==> src/rtl/othello_pkg.sv <==
// =============================================================================
// Module  : othello_pkg
// Purpose : Shared board encodings, direction indices and board defaults.
//           FLIP_DIAG_EN selects whether the four diagonal directions exist.
// Revision: 1.0
// =============================================================================
`default_nettype none

package othello_pkg;

  localparam logic [1:0] CELL_EMPTY  = 2'b00;
  localparam logic [1:0] CELL_BLACK  = 2'b01;
  localparam logic [1:0] CELL_WHITE  = 2'b10;
  localparam logic [1:0] CELL_BORDER = 2'b11;

  typedef enum logic [2:0] {
    DIR_U  = 3'd0,
    DIR_D  = 3'd1,
    DIR_L  = 3'd2,
    DIR_R  = 3'd3,
    DIR_UL = 3'd4,
    DIR_UR = 3'd5,
    DIR_DL = 3'd6,
    DIR_DR = 3'd7
  } dir_e;

  // Mask bit of direction d is 7-d: U is the MSB, DR the LSB.
  localparam int DIR_BIT_U  = 7;
  localparam int DIR_BIT_D  = 6;
  localparam int DIR_BIT_L  = 5;
  localparam int DIR_BIT_R  = 4;
  localparam int DIR_BIT_UL = 3;
  localparam int DIR_BIT_UR = 2;
  localparam int DIR_BIT_DL = 1;
  localparam int DIR_BIT_DR = 0;

  localparam int ROW_STRIDE_DEF  = 10;
  localparam int BOARD_CELLS_DEF = 100;

`ifdef FLIP_DIAG_EN
  localparam int NUM_DIRS = 8;
`else
  localparam int NUM_DIRS = 4;
`endif

endpackage

`default_nettype wire

==> src/rtl/flip_dir_step.sv <==
// =============================================================================
// Module  : flip_dir_step
// Purpose : Maps a direction index to its two's-complement address step.
//           Diagonal steps exist only when FLIP_DIAG_EN is defined.
// Revision: 1.0
// =============================================================================
`default_nettype none

import othello_pkg::*;

module flip_dir_step #(
  parameter int ADDR_W     = 7,
  parameter int ROW_STRIDE = ROW_STRIDE_DEF
) (
  input  dir_e               dir_i,
  output logic [ADDR_W-1:0]  step_o
);

  localparam logic [ADDR_W-1:0] STEP_U = ADDR_W'(-ROW_STRIDE);
  localparam logic [ADDR_W-1:0] STEP_D = ADDR_W'(ROW_STRIDE);
  localparam logic [ADDR_W-1:0] STEP_L = ADDR_W'(-1);
  localparam logic [ADDR_W-1:0] STEP_R = ADDR_W'(1);
`ifdef FLIP_DIAG_EN
  localparam logic [ADDR_W-1:0] STEP_UL = ADDR_W'(-(ROW_STRIDE + 1));
  localparam logic [ADDR_W-1:0] STEP_UR = ADDR_W'(-(ROW_STRIDE - 1));
  localparam logic [ADDR_W-1:0] STEP_DL = ADDR_W'(ROW_STRIDE - 1);
  localparam logic [ADDR_W-1:0] STEP_DR = ADDR_W'(ROW_STRIDE + 1);
`endif

  always_comb begin
    step_o = '0;
    case (dir_i)
      DIR_U:   step_o = STEP_U;
      DIR_D:   step_o = STEP_D;
      DIR_L:   step_o = STEP_L;
      DIR_R:   step_o = STEP_R;
`ifdef FLIP_DIAG_EN
      DIR_UL:  step_o = STEP_UL;
      DIR_UR:  step_o = STEP_UR;
      DIR_DL:  step_o = STEP_DL;
      DIR_DR:  step_o = STEP_DR;
`endif
      default: step_o = '0;
    endcase
  end

endmodule

`default_nettype wire

==> src/rtl/flip_sequencer.sv <==
// =============================================================================
// Module  : flip_sequencer
// Purpose : Writes the placed disc, then walks each flagged direction over the
//           board RAM flipping opponent runs. FLIP_DIAG_EN enables diagonals.
// Revision: 1.0
// =============================================================================
`default_nettype none

import othello_pkg::*;

module flip_sequencer #(
  parameter int ADDR_W      = 7,
  parameter int ROW_STRIDE  = ROW_STRIDE_DEF,
  parameter int BOARD_CELLS = BOARD_CELLS_DEF,
  parameter int MAX_RUN     = 6
) (
  input  logic              clock,
  input  logic              reset,
  input  logic              start_i,
  input  logic [ADDR_W-1:0] e_addr_i,
  input  logic              player_i,
  input  logic [7:0]        dir_mask_i,
  output logic              mem_req_o,
  input  logic              mem_gnt_i,
  output logic              mem_we_o,
  output logic [ADDR_W-1:0] mem_addr_o,
  output logic [1:0]        mem_wdata_o,
  input  logic [1:0]        mem_rdata_i,
  output logic              busy_o,
  output logic              done_o,
  output logic [5:0]        flip_count_o
);

  localparam int RUN_W = $clog2(MAX_RUN + 1);

  localparam logic [2:0] S_IDLE     = 3'd0;
  localparam logic [2:0] S_PLACE    = 3'd1;
  localparam logic [2:0] S_NEXT_DIR = 3'd2;
  localparam logic [2:0] S_RD       = 3'd3;
  localparam logic [2:0] S_RD_WAIT  = 3'd4;
  localparam logic [2:0] S_WR       = 3'd5;
  localparam logic [2:0] S_DONE     = 3'd6;

  localparam logic [ADDR_W:0]  CELLS_LIM = (ADDR_W + 1)'(BOARD_CELLS);
  localparam logic [3:0]       DIR_END   = 4'(NUM_DIRS);
  localparam logic [RUN_W-1:0] RUN_MAX   = RUN_W'(MAX_RUN);

  logic [2:0]        state_q, state_d;
  logic [ADDR_W-1:0] e_addr_q, e_addr_d;
  logic [1:0]        colour_q, colour_d;
  logic [7:0]        mask_q, mask_d;
  logic [3:0]        dir_q, dir_d;
  logic [ADDR_W-1:0] cur_q, cur_d;
  logic [RUN_W-1:0]  run_q, run_d;
  logic [5:0]        flip_q, flip_d;

  logic [ADDR_W-1:0] step;
  logic              off_board;
  logic              dir_flagged;
  logic              is_opponent;

  flip_dir_step #(
    .ADDR_W     (ADDR_W),
    .ROW_STRIDE (ROW_STRIDE)
  ) u_step (
    .dir_i  (dir_e'(dir_q[2:0])),
    .step_o (step)
  );

  assign off_board   = {1'b0, cur_q} >= CELLS_LIM;
  assign dir_flagged = mask_q[3'd7 - dir_q[2:0]];
  assign is_opponent = (mem_rdata_i == ~colour_q);

  always_ff @(posedge clock or negedge reset) begin
    if (!reset) begin
      state_q  <= S_IDLE;
      e_addr_q <= '0;
      colour_q <= '0;
      mask_q   <= '0;
      dir_q    <= '0;
      cur_q    <= '0;
      run_q    <= '0;
      flip_q   <= '0;
    end else begin
      state_q  <= state_d;
      e_addr_q <= e_addr_d;
      colour_q <= colour_d;
      mask_q   <= mask_d;
      dir_q    <= dir_d;
      cur_q    <= cur_d;
      run_q    <= run_d;
      flip_q   <= flip_d;
    end
  end

  always_comb begin
    state_d  = state_q;
    e_addr_d = e_addr_q;
    colour_d = colour_q;
    mask_d   = mask_q;
    dir_d    = dir_q;
    cur_d    = cur_q;
    run_d    = run_q;
    flip_d   = flip_q;
    case (state_q)
      S_IDLE: begin
        if (start_i) begin
          e_addr_d = e_addr_i;
          colour_d = player_i ? CELL_WHITE : CELL_BLACK;
          mask_d   = dir_mask_i;
          flip_d   = '0;
          state_d  = S_PLACE;
        end
      end
      S_PLACE: begin
        if (mem_gnt_i) begin
          dir_d   = '0;
          state_d = S_NEXT_DIR;
        end
      end
      S_NEXT_DIR: begin
        if (dir_q == DIR_END) begin
          state_d = S_DONE;
        end else if (dir_flagged) begin
          cur_d   = e_addr_q + step;
          run_d   = '0;
          state_d = S_RD;
        end else begin
          dir_d = dir_q + 4'd1;
        end
      end
      S_RD: begin
        if (off_board) begin
          dir_d   = dir_q + 4'd1;
          state_d = S_NEXT_DIR;
        end else if (mem_gnt_i) begin
          state_d = S_RD_WAIT;
        end
      end
      S_RD_WAIT: begin
        // Runs are committed as read; closure is the validator's guarantee.
        if (is_opponent && (run_q < RUN_MAX)) begin
          state_d = S_WR;
        end else begin
          dir_d   = dir_q + 4'd1;
          state_d = S_NEXT_DIR;
        end
      end
      S_WR: begin
        if (mem_gnt_i) begin
          run_d   = run_q + RUN_W'(1);
          flip_d  = flip_q + 6'd1;
          cur_d   = cur_q + step;
          state_d = S_RD;
        end
      end
      S_DONE:  state_d = S_IDLE;
      default: state_d = S_IDLE;
    endcase
  end

  always_comb begin
    mem_req_o   = 1'b0;
    mem_we_o    = 1'b0;
    mem_addr_o  = '0;
    mem_wdata_o = '0;
    case (state_q)
      S_PLACE: begin
        mem_req_o   = 1'b1;
        mem_we_o    = 1'b1;
        mem_addr_o  = e_addr_q;
        mem_wdata_o = colour_q;
      end
      S_RD: begin
        if (!off_board) begin
          mem_req_o   = 1'b1;
          mem_addr_o  = cur_q;
          mem_wdata_o = colour_q;
        end
      end
      S_WR: begin
        mem_req_o   = 1'b1;
        mem_we_o    = 1'b1;
        mem_addr_o  = cur_q;
        mem_wdata_o = colour_q;
      end
      default: begin
        mem_req_o = 1'b0;
      end
    endcase
    busy_o = (state_q != S_IDLE) && (state_q != S_DONE);
    done_o = (state_q == S_DONE);
  end

  assign flip_count_o = flip_q;

endmodule

`default_nettype wire

==> config.mk <==
export PLATFORM = sky130hd
export DESIGN_NAME = flip_sequencer
export DESIGN_NICKNAME = d
export VERILOG_FILES = /design/src/rtl/othello_pkg.sv /design/src/rtl/flip_dir_step.sv /design/src/rtl/flip_sequencer.sv
export SDC_FILE = /design/constraint.sdc
export NUM_CORES = 1
export LEC_CHECK = 0
export CORE_MARGIN = 1
export CORE_UTILIZATION = 24
export DETAILED_ROUTE_END_ITERATION = 16
export GPL_TIMING_DRIVEN = 1
export SLEW_MARGIN = 20
export SYNTH_ARGS = -nofsm -noshare
export SYNTH_HDL_FRONTEND = slang
export SYNTH_SLANG_ARGS = --single-unit
==> constraint.sdc <==
create_clock -name clock -period 3.2 [get_ports clock]
set_input_delay 0.32 -clock clock [delete_from_list [all_inputs] [get_ports clock]]
set_output_delay 0.32 -clock clock [all_outputs]
set_load 0.05 [all_outputs]
==> impl_metrics.tcl, run 1 <==
set metrics [dict create \
    synth_top_area_share_pct 39.9 \
    synthesis.nets 317 \
    finalMaxSlewViolations 0 \
    final_util_pct 31.4 \
    layout_common_cells "nand2_1, dfrtp_1, clkdlybuf4s50_1" \
    cts_tree "built" \
    die_w_um 104 \
    yosysSeqAreaShare_pct 39.9 \
    yosys_warnings 0 \
    worstSetupPathType "reg -> out" \
    synth_area_um2 2510 \
    h-tree-depth 2 \
    synthFlopType "dfrtp_1" \
    place_congestion 0.838 \
    route.detailed.drc 0 \
    drtPass1Iterations 4 \
    clk_path_buf_depth 2 \
    synth_edf_count 0 \
    drtAntennaViolNets 0 \
    max_cap_viol_count 0 \
    fp.dieH_um 104 \
    rows 36 \
    post_cts_buffers 0 \
    power.switching_mw 1.60 \
    status "completed" \
    required_ns 2.88 \
    synth_cells 283 \
    setup_viol 0 \
    n_antenna_cell 0 \
    drt_iter0_drc 133 \
    async_flop_share_pct 100 \
    grt_pass1_vias 2179 \
    r2r.worst_path.cells 9 \
    swShare_pct 49.0 \
    grt_pass1_wl_um 10700 \
    cts_resized 0 \
    period_minus_slack_ns 2.89 \
    num_io_pins 41 \
    vias 2154 \
    core_area_um2 9950 \
    vias_per_cell 4.72 \
    critPathCaptureType "primary output" \
    crit_path_max_fanout 16 \
    cp.arrival_ns 2.57 \
    cts_made_buffers 5 \
    portBuffers 40 \
    dp_slack_ns 0.676 \
    grt_max_degree 41 \
    rsz0062_at_grt "no" \
    antenna_found_initial 0 \
    hold_path.class "in -> async" \
    post_drt_wl_per_cell_um 13.8 \
    layout.cells.most_common "nand2_1" \
    clk_latency_ns 0.29 \
    final.setup.worst_slack_ns 0.308 \
    drive_gt1_share_pct 8.67 \
    dp.cells 448 \
    overflow 0 \
    nets 356 \
    fin_worst_skew_ns 0.00801 \
    start_util_pct 25.2 \
    fp.dieArea_um2 10900 \
    track_usage_pct 12.2 \
    post-dp-hpwl_um 4660 \
    synthTopCellsByArea "dfrtp_1, nand2_1, ha_1" \
    wirelength_um 6270 \
    start_kind "flop" \
    cts_root_buffer "clkbuf_8" \
    finalCritPeriodShare_pct 90.4 \
    hold_viol 0 \
    worst_pin_slew_ns 0.934 \
    syn_area_per_cell_um2 8.87 \
    finalSetupTns_ns 0 \
    fin_cells 456 \
    clkSinkCount 40 \
    ys_ff_latch 40 \
    cts_hold_buf 0 \
    power_frac_comb_pct 61.2 \
    clkTransAtPathRegs_ns 0.09 \
    max_freq_ghz 0.346 \
    peakVddDrop_uv 530 \
    p_seq_share_pct 27.9 \
    relSlewSlack_pct 37.8 \
    internal_power_mw 1.67 \
    synth_cell_types 52 \
    synth_top_area_cell "dfrtp_1" \
    p_per_area_nw_per_um2 1040 \
    syn2layout_area_growth_pct 24.7 \
    clkPwrFrac_pct 10.9 \
    leakagePower_nw 1.42 \
]
==> flip-flops by register name, summed over array words and instances, names as in the netlist <==
name,cells
mask_q,8
cur_q,7
e_addr_q,7
flip_count_o,6
dir_q,4
run_q,3
state_q,3
colour_q,2
==> logic make-up after synthesis <==
group | count (synthesis) | synth area share (%)
AOI/OAI and AO/OA | 59 | 17.0
and+or+nand+nor | 126 | 23.0
DFF | 40 | 39.9
xor gates and xnor gates | 14 | 4.89
buffers and inverters | 23 | 3.64
muxes | 9 | 5.23
adders and majority gates | 12 | 6.28
==> final cells by class <==
class / instances / area [um^2]
Tap cell: 133 / 166
Fill cell: 1028 / 6820
Timing Repair Buffer: 45 / 415
Sequential cell: 40 / 1000
Clock inverter: 2 / 10.0
Clock buffer: 6 / 82.6
Multi-Input combinational cell: 220 / 1420
Inverter: 10 / 37.5
==> critical path, cell delays in order, from the launching register on <==
cell and delay, ns:
dfrtp_1 0.59, nor2b_1 0.37, a31oi_1 0.30, nor2b_1 0.19, clkdlybuf4s50_1 0.82
==> stage by stage <==
| step | total power, mW | cell area, um^2 | hold slack [ns] |
|---|---|---|---|
| after detailed placement | 2.92 | 3040 | 0.464 |
| after CTS | 3.29 | 3130 | 0.191 |
| final | 3.27 | 3130 | 0.157 |
| after global routing | 3.55 | 3130 | 0.230 |
| after global placement | 2.90 | 3040 | 0.452 |
| after floorplan | 2.37 | 2510 | 0.0244 |
==> final timing paths <==
kind / end / slack, ns / start
min in group clock: mask_q[3] / 0.47 / mask_q[3]
max reg2reg: cur_q[2] / 0.66 / state_q[1]
min: e_addr_q[5] / 0.16 / reset
max: mem_wdata_o[1] / 0.31 / state_q[1]
max in group asynchronous: state_q[2] / 2.45 / reset
min reg2reg: mask_q[3] / 0.47 / mask_q[3]
==> cell usage after synthesis (6+ instances only) <==
library cell  number
clkbuf_1           9
dfrtp_1           40
xor2_1             8
ha_1              11
xnor2_1            6
a21oi_1           11
nand2_1           73
o21ai_0           11
o211ai_1           6
a22o_1             7
nand3_1            8
nor2b_1            6
inv_1             10
nor2_1            15
==> power by group through the flow <==
stage / logic, mW / registers, mW / clock network, mW
3_3_place_gp: 1.99 / 0.914 / 0
5_1_grt: 2.22 / 0.944 / 0.388
6_report: 2.00 / 0.910 / 0.357
2_1_floorplan: 1.52 / 0.855 / 0
3_5_place_dp: 2.00 / 0.919 / 0
4_1_cts: 2.01 / 0.910 / 0.364
==> routing by layer <==
layer	global-route usage, %	wire length, um	share of wire, %
met5	0	0	0
met2	18.7	2860	46
met1	17.2	2960	47
met3	1.88	356	5.7
met4	4.29	90	1.4
No activity file was read; power rests on OpenSTA's default activity.
==> run 2: changes to the inputs <==
- CELL_PAD_IN_SITES_DETAIL_PLACEMENT: not set -> 1
- CELL_PAD_IN_SITES_GLOBAL_PLACEMENT: not set -> 1
- GPL_ROUTABILITY_DRIVEN: not set -> 0
- PLACE_DENSITY_LB_ADDON: not set -> 0.1
- clock period: 3.2 -> 3.01 ns (I/O delays scaled with it)
==> run 2 against run 1 <==
Net effect: worst setup slack worse by 0.14 ns; worst hold slack worse by 0.12 ns; sequential share of layout area down 0.83 points; clock skew about the same; core utilization up 0.84 points; sequential power up 3.5%; register-to-register slack worse by 0.15 ns; first-iteration DRC count down 26%; final cell count up 1.8%; critical path type unchanged; critical endpoint is now mem_req_o; largest cell class unchanged.
==> impl_metrics.tcl, run 2 (synthesized netlist as in run 1, its figures left out) <==
set metrics [dict create \
    post_cts_buffers 0 \
    largest_reg_flops 8 \
    cts_resized 0 \
    grt_pass1_vias 2341 \
    dp_slack_ns 0.447 \
    finalCritPeriodShare_pct 94.4 \
    required_ns 2.71 \
    route.detailed.drc 0 \
    cts_made_buffers 5 \
    start_kind "flop" \
    fp.dieArea_um2 10900 \
    r2r.worst_path.cells 10 \
    finalSetupTns_ns 0 \
    peakVddDrop_uv 446 \
    internal_power_mw 1.88 \
    reg2reg_slack_ns 0.51 \
    finalMaxSlewViolations 0 \
    power_mw 3.68 \
    antenna_found_initial 0 \
    num_io_pins 41 \
    holdWs_ns 0.0316 \
    h-tree-depth 2 \
    vias 2232 \
    nets 364 \
    critPathCaptureType "primary output" \
    cp.arrival_ns 2.54 \
    period_minus_slack_ns 2.84 \
    setup_viol 0 \
    drive_gt1_share_pct 10.9 \
    grt_max_degree 29 \
    post-dp-hpwl_um 5680 \
    p_per_area_nw_per_um2 1150 \
    power_frac_comb_pct 62.0 \
    fin_area_um2 3210 \
    clkSinkCount 40 \
    fin_worst_skew_ns 0.00752 \
    rr_endpoint "cur_q[5]" \
    hold_viol 0 \
    cts_hold_buf 0 \
    track_usage_pct 14.7 \
    drtPass1Iterations 4 \
    syn2layout_area_growth_pct 28.1 \
    crit_path_max_fanout 4 \
    largest-register "mask_q" \
    clk_path_buf_depth 2 \
    fillerInstances 1170 \
    portBuffers 40 \
    rows 36 \
    rsz0062_at_grt "no" \
    vias_per_cell 4.81 \
    leakagePower_nw 1.50 \
    max_cap_viol_count 0 \
    grt_pass1_wl_um 12600 \
    post_drt_wl_per_cell_um 16.3 \
    top_regs "mask_q: 8 flops, cur_q: 7 flops, e_addr_q: 7 flops" \
    layout_common_cells "nand2_1, dfrtp_1, clkdlybuf4s50_1" \
    fin_cells 464 \
    relSlewSlack_pct 54.2 \
    wirelength_um 7560 \
    fp.dieH_um 104 \
    swShare_pct 49.1 \
    overflow 0 \
    clk_latency_ns 0.30 \
    cts_tree "built" \
    worstSetupPathType "reg -> out" \
    cts_root_buffer "clkbuf_8" \
    status "completed" \
    dpl_cell_area_um2 3100 \
    dp.cells 456 \
    p_seq_share_pct 25.6 \
    start_util_pct 25.2 \
    max_freq_ghz 0.352 \
    core_area_um2 9950 \
    layout.cells.most_common "nand2_1" \
    n_antenna_cell 0 \
    power.switching_mw 1.81 \
    reg2reg_from "dir_q[0]" \
    worst_pin_slew_ns 0.687 \
    drt_iter0_drc 98 \
    clkTransAtPathRegs_ns 0.09 \
    drtAntennaViolNets 0 \
    die_w_um 104 \
    final.setup.worst_slack_ns 0.167 \
    hold_path.class "in -> async" \
    final_util_pct 32.3 \
    clkPwrFrac_pct 12.4 \
]
[run 2: changes by cell type in the layout (fill, tap and decap cells not counted), sizes merged]
cell	delta
buf	+8
bufinv	+1
clkinvlp	+1
clkdlybuf4s50	-2
dlymetal6s2s	+2
clkinv	-1
clkbuf	-1
[run 2: worst max-delay path by stage]
stage                      to  startpoint
6_report            mem_req_o    cur_q[3]
2_1_floorplan  mem_wdata_o[0]  state_q[1]
3_3_place_gp   mem_wdata_o[0]    cur_q[2]
4_1_cts        mem_wdata_o[0]    cur_q[3]
5_1_grt             mem_req_o    cur_q[3]
3_5_place_dp   mem_wdata_o[0]    cur_q[3]
[run 2: cell type report]
class | instances | area (um^2) | area share [%]
Inverter | 10 | 37.5 | 1.17
Sequential cell | 40 | 1000 | 31.1
Clock inverter | 3 | 42.5 | 1.32
Timing Repair Buffer | 53 | 480 | 14.9
Tap cell | 133 | 166 | 5.18
Clock buffer | 5 | 68.8 | 2.14
Multi-Input combinational cell | 220 | 1420 | 44.1
[run 2: critical path, cell delays in order, from the launching register on]
cell and delay, ns:
dfrtp_1 0.43, o311ai_0 0.48, buf_4 0.21, a31oi_1 0.20
inv_1 0.12, clkdlybuf4s50_1 0.81
[run 2: metal layers]
layer	vias to the layer above	global-route usage, %	wire length [um]
li1	1081	-	-
met4	0	4.08	119
met3	9	2.38	279
met5	-	0	0
met2	51	21.9	3330
met1	1091	21.7	3820
[run 2: power groups by stage]
stage	clock (mW)	sequential [mW]	combinational, mW
2_1_floorplan	0	0.909	1.61
3_3_place_gp	0	0.955	2.29
3_5_place_dp	0	0.953	2.28
4_1_cts	0.477	0.943	2.30
5_1_grt	0.496	0.976	2.51
6_report	0.457	0.942	2.28
==> run 3: changes to the inputs <==
- ABC_AREA: not set -> 1
- PLACE_DENSITY: not set -> 0.59
- PLACE_DENSITY_LB_ADDON: 0.1 -> not set
==> run 3 against run 2 <==
Net effect: critical endpoint is now mem_addr_o[0]; core utilization decreased by 1.0 points; global-route usage fell by 0.42 points; worst hold slack improved by 0.12 ns; critical path depth grew 1; synthesized area grew 1.7%; sequential power shrank 2.8%; worst setup slack improved by 0.024 ns; final cell count is 12% higher; die area rose by 1.7%.
==> impl_metrics.tcl, run 3 <==
set metrics [dict create \
    rsz0062_at_grt "no" \
    antenna_found_initial 0 \
    h-tree-depth 2 \
    synth_top_area_share_pct 39.2 \
    cts_root_buffer "clkbuf_8" \
    start_util_pct 24.7 \
    synthTopCellsByArea "dfrtp_1, nand2_1, ha_1" \
    top_regs "mask_q: 8 flops, cur_q: 7 flops, e_addr_q: 7 flops" \
    portBuffers 40 \
    leakagePower_nw 1.58 \
    drt_iter0_drc 86 \
    synth.most_common_cell "nand2_1" \
    synth_common_cells "nand2_1, dfrtp_1, inv_1, nor2_1, o21ai_0" \
    syn_area_per_cell_um2 7.55 \
    vias 2311 \
    clkTransAtPathRegs_ns 0.09 \
    finalSetupTns_ns 0 \
    finalMaxSlewViolations 0 \
    rr_endpoint "cur_q[5]" \
    synth_edf_count 0 \
    fp.dieH_um 105 \
    worst_pin_slew_ns 0.977 \
    clk_path_buf_depth 2 \
    ys_ff_latch 40 \
    status "completed" \
    reg2reg_slack_ns 0.63 \
    largest-register "mask_q" \
    route.detailed.drc 0 \
    reg2reg_from "dir_q[1]" \
    fp.dieArea_um2 11100 \
    critPathCaptureType "primary output" \
    drive_gt1_share_pct 12.8 \
    grt_pass1_wl_um 12600 \
    clkSinkCount 40 \
    p_per_area_nw_per_um2 1190 \
    largest_reg_flops 8 \
    setup_viol 0 \
    synth_top_area_cell "dfrtp_1" \
    startpoint "state_q[2]" \
    cts_made_buffers 5 \
    cp.arrival_ns 2.52 \
    nets 416 \
    synthesis.nets 372 \
    drtAntennaViolNets 0 \
    synth_cell_types 31 \
    max_freq_ghz 0.355 \
    rows 37 \
    n_antenna_cell 0 \
    syn2layout_area_growth_pct 26.5 \
    dpl_cell_area_um2 3100 \
    peakVddDrop_uv 483 \
    yosysSeqAreaShare_pct 39.2 \
    grt_max_degree 41 \
    max_cap_viol_count 0 \
    finalCritPeriodShare_pct 93.6 \
    fin_area_um2 3230 \
    synth_area_um2 2550 \
    num_io_pins 41 \
    post_cts_buffers 0 \
    core_area_um2 10300 \
    overflow 0 \
    layout_common_cells "nand2_1, dfrtp_1, clkdlybuf4s50_1" \
    synthFlopType "dfrtp_1" \
    post-dp-hpwl_um 5370 \
    wirelength_um 7140 \
    period_minus_slack_ns 2.82 \
    crit_path_max_incr_delay_ns 0.85 \
    drtPass1Iterations 4 \
    grt_pass1_vias 2547 \
    cts_tree "built" \
    r2r.worst_path.cells 11 \
    cp_slowest_cell "clkdlybuf4s50_1" \
    vias_per_cell 4.45 \
    hold_path.class "in -> async" \
    die_w_um 105 \
    worstPathCellList "nor2_1 -> nand3_1 -> inv_1 -> nor2_2 -> o21ai_0 -> clkdlybuf4s50_1" \
    hold_viol 0 \
    relSlewSlack_pct 34.8 \
    worstSetupPathType "reg -> out" \
    required_ns 2.71 \
    crit_path_max_fanout 7 \
    layout.cells.most_common "nand2_1" \
    async_flop_share_pct 100 \
    track_usage_pct 14.3 \
    synth_cells 338 \
    fin_worst_skew_ns 0.00840 \
    clk_latency_ns 0.30 \
    post_drt_wl_per_cell_um 13.7 \
    yosys_warnings 0 \
    start_kind "flop" \
]
## run 3: worst max-delay path, delay by kind of cell (launching register included)
family | cells | cell delay (ns)
and+or+nand+nor | 3 | 0.53
buffers and inverters | 2 | 0.97
AOI/OAI and AO/OA | 1 | 0.24
DFF | 1 | 0.48
## run 3: cell type report
cell class | instances | area [um^2]
well taps | 136 | 170
clock inverters | 2 | 38.8
multi-input cells | 247 | 1340
inverters | 44 | 165
clock buffers | 6 | 82.6
repair buffers | 44 | 428
fillers | 1269 | 7100
flip-flops and latches | 40 | 1000
## run 3: repair_timing
action | CTS | global route
endpoints found under the setup margin | 0 | 2
resized for setup | 0 | 2
hold buffers | 0 | 0
## run 3: how the worst max path moves through the flow
stage,to,cells past startpoint
2_1_floorplan,busy_o,3
3_3_place_gp,mem_addr_o[3],6
3_5_place_dp,mem_addr_o[3],6
4_1_cts,mem_addr_o[3],6
5_1_grt,mem_addr_o[0],6
6_report,mem_addr_o[0],6
## run 3: layer usage
| layer | part of all wire, % | up-vias | GRT usage (%) | routed length, um |
|---|---|---|---|---|
| li1 | - | 1172 | - | - |
| met2 | 45 | 52 | 23.3 | 3180 |
| met4 | 1.8 | 0 | 4.63 | 125 |
| met5 | 0 | - | 0 | 0 |
| met1 | 50 | 1077 | 19.0 | 3580 |
| met3 | 3.5 | 10 | 2.68 | 249 |
## run 3: power by group
group	internal, mW	leakage [nW]	switching (mW)
clock	0.272	0.0614	0.217
sequential	0.742	0.515	0.174
combinational	0.818	1.00	1.62
total	1.83	1.58	2.01
## run 3: metrics by stage
step                      std cells  worst slack, ns  hold WS (ns)  util [%]  power [mW]
final                           519            0.192         0.153      31.3        3.84
after CTS                       519            0.135         0.193      31.2        3.89
after global routing            519           0.0535         0.220      31.3        4.24
after floorplan                 338            0.509       0.00541         -        2.70
after detailed placement        511            0.470         0.469      30.0        3.38
after global placement          511            0.494         0.472      30.0        3.32
## run 3: cells by family after synthesis
| group | share of synthesized area, % |
|---|---|
| AOI/OAI and AO/OA | 12.9 |
| xor gates and xnor gates | 3.09 |
| adders and majority gates | 6.18 |
| buffers and inverters | 8.28 |
| DFF | 39.2 |
| and+or+nand+nor | 30.3 |
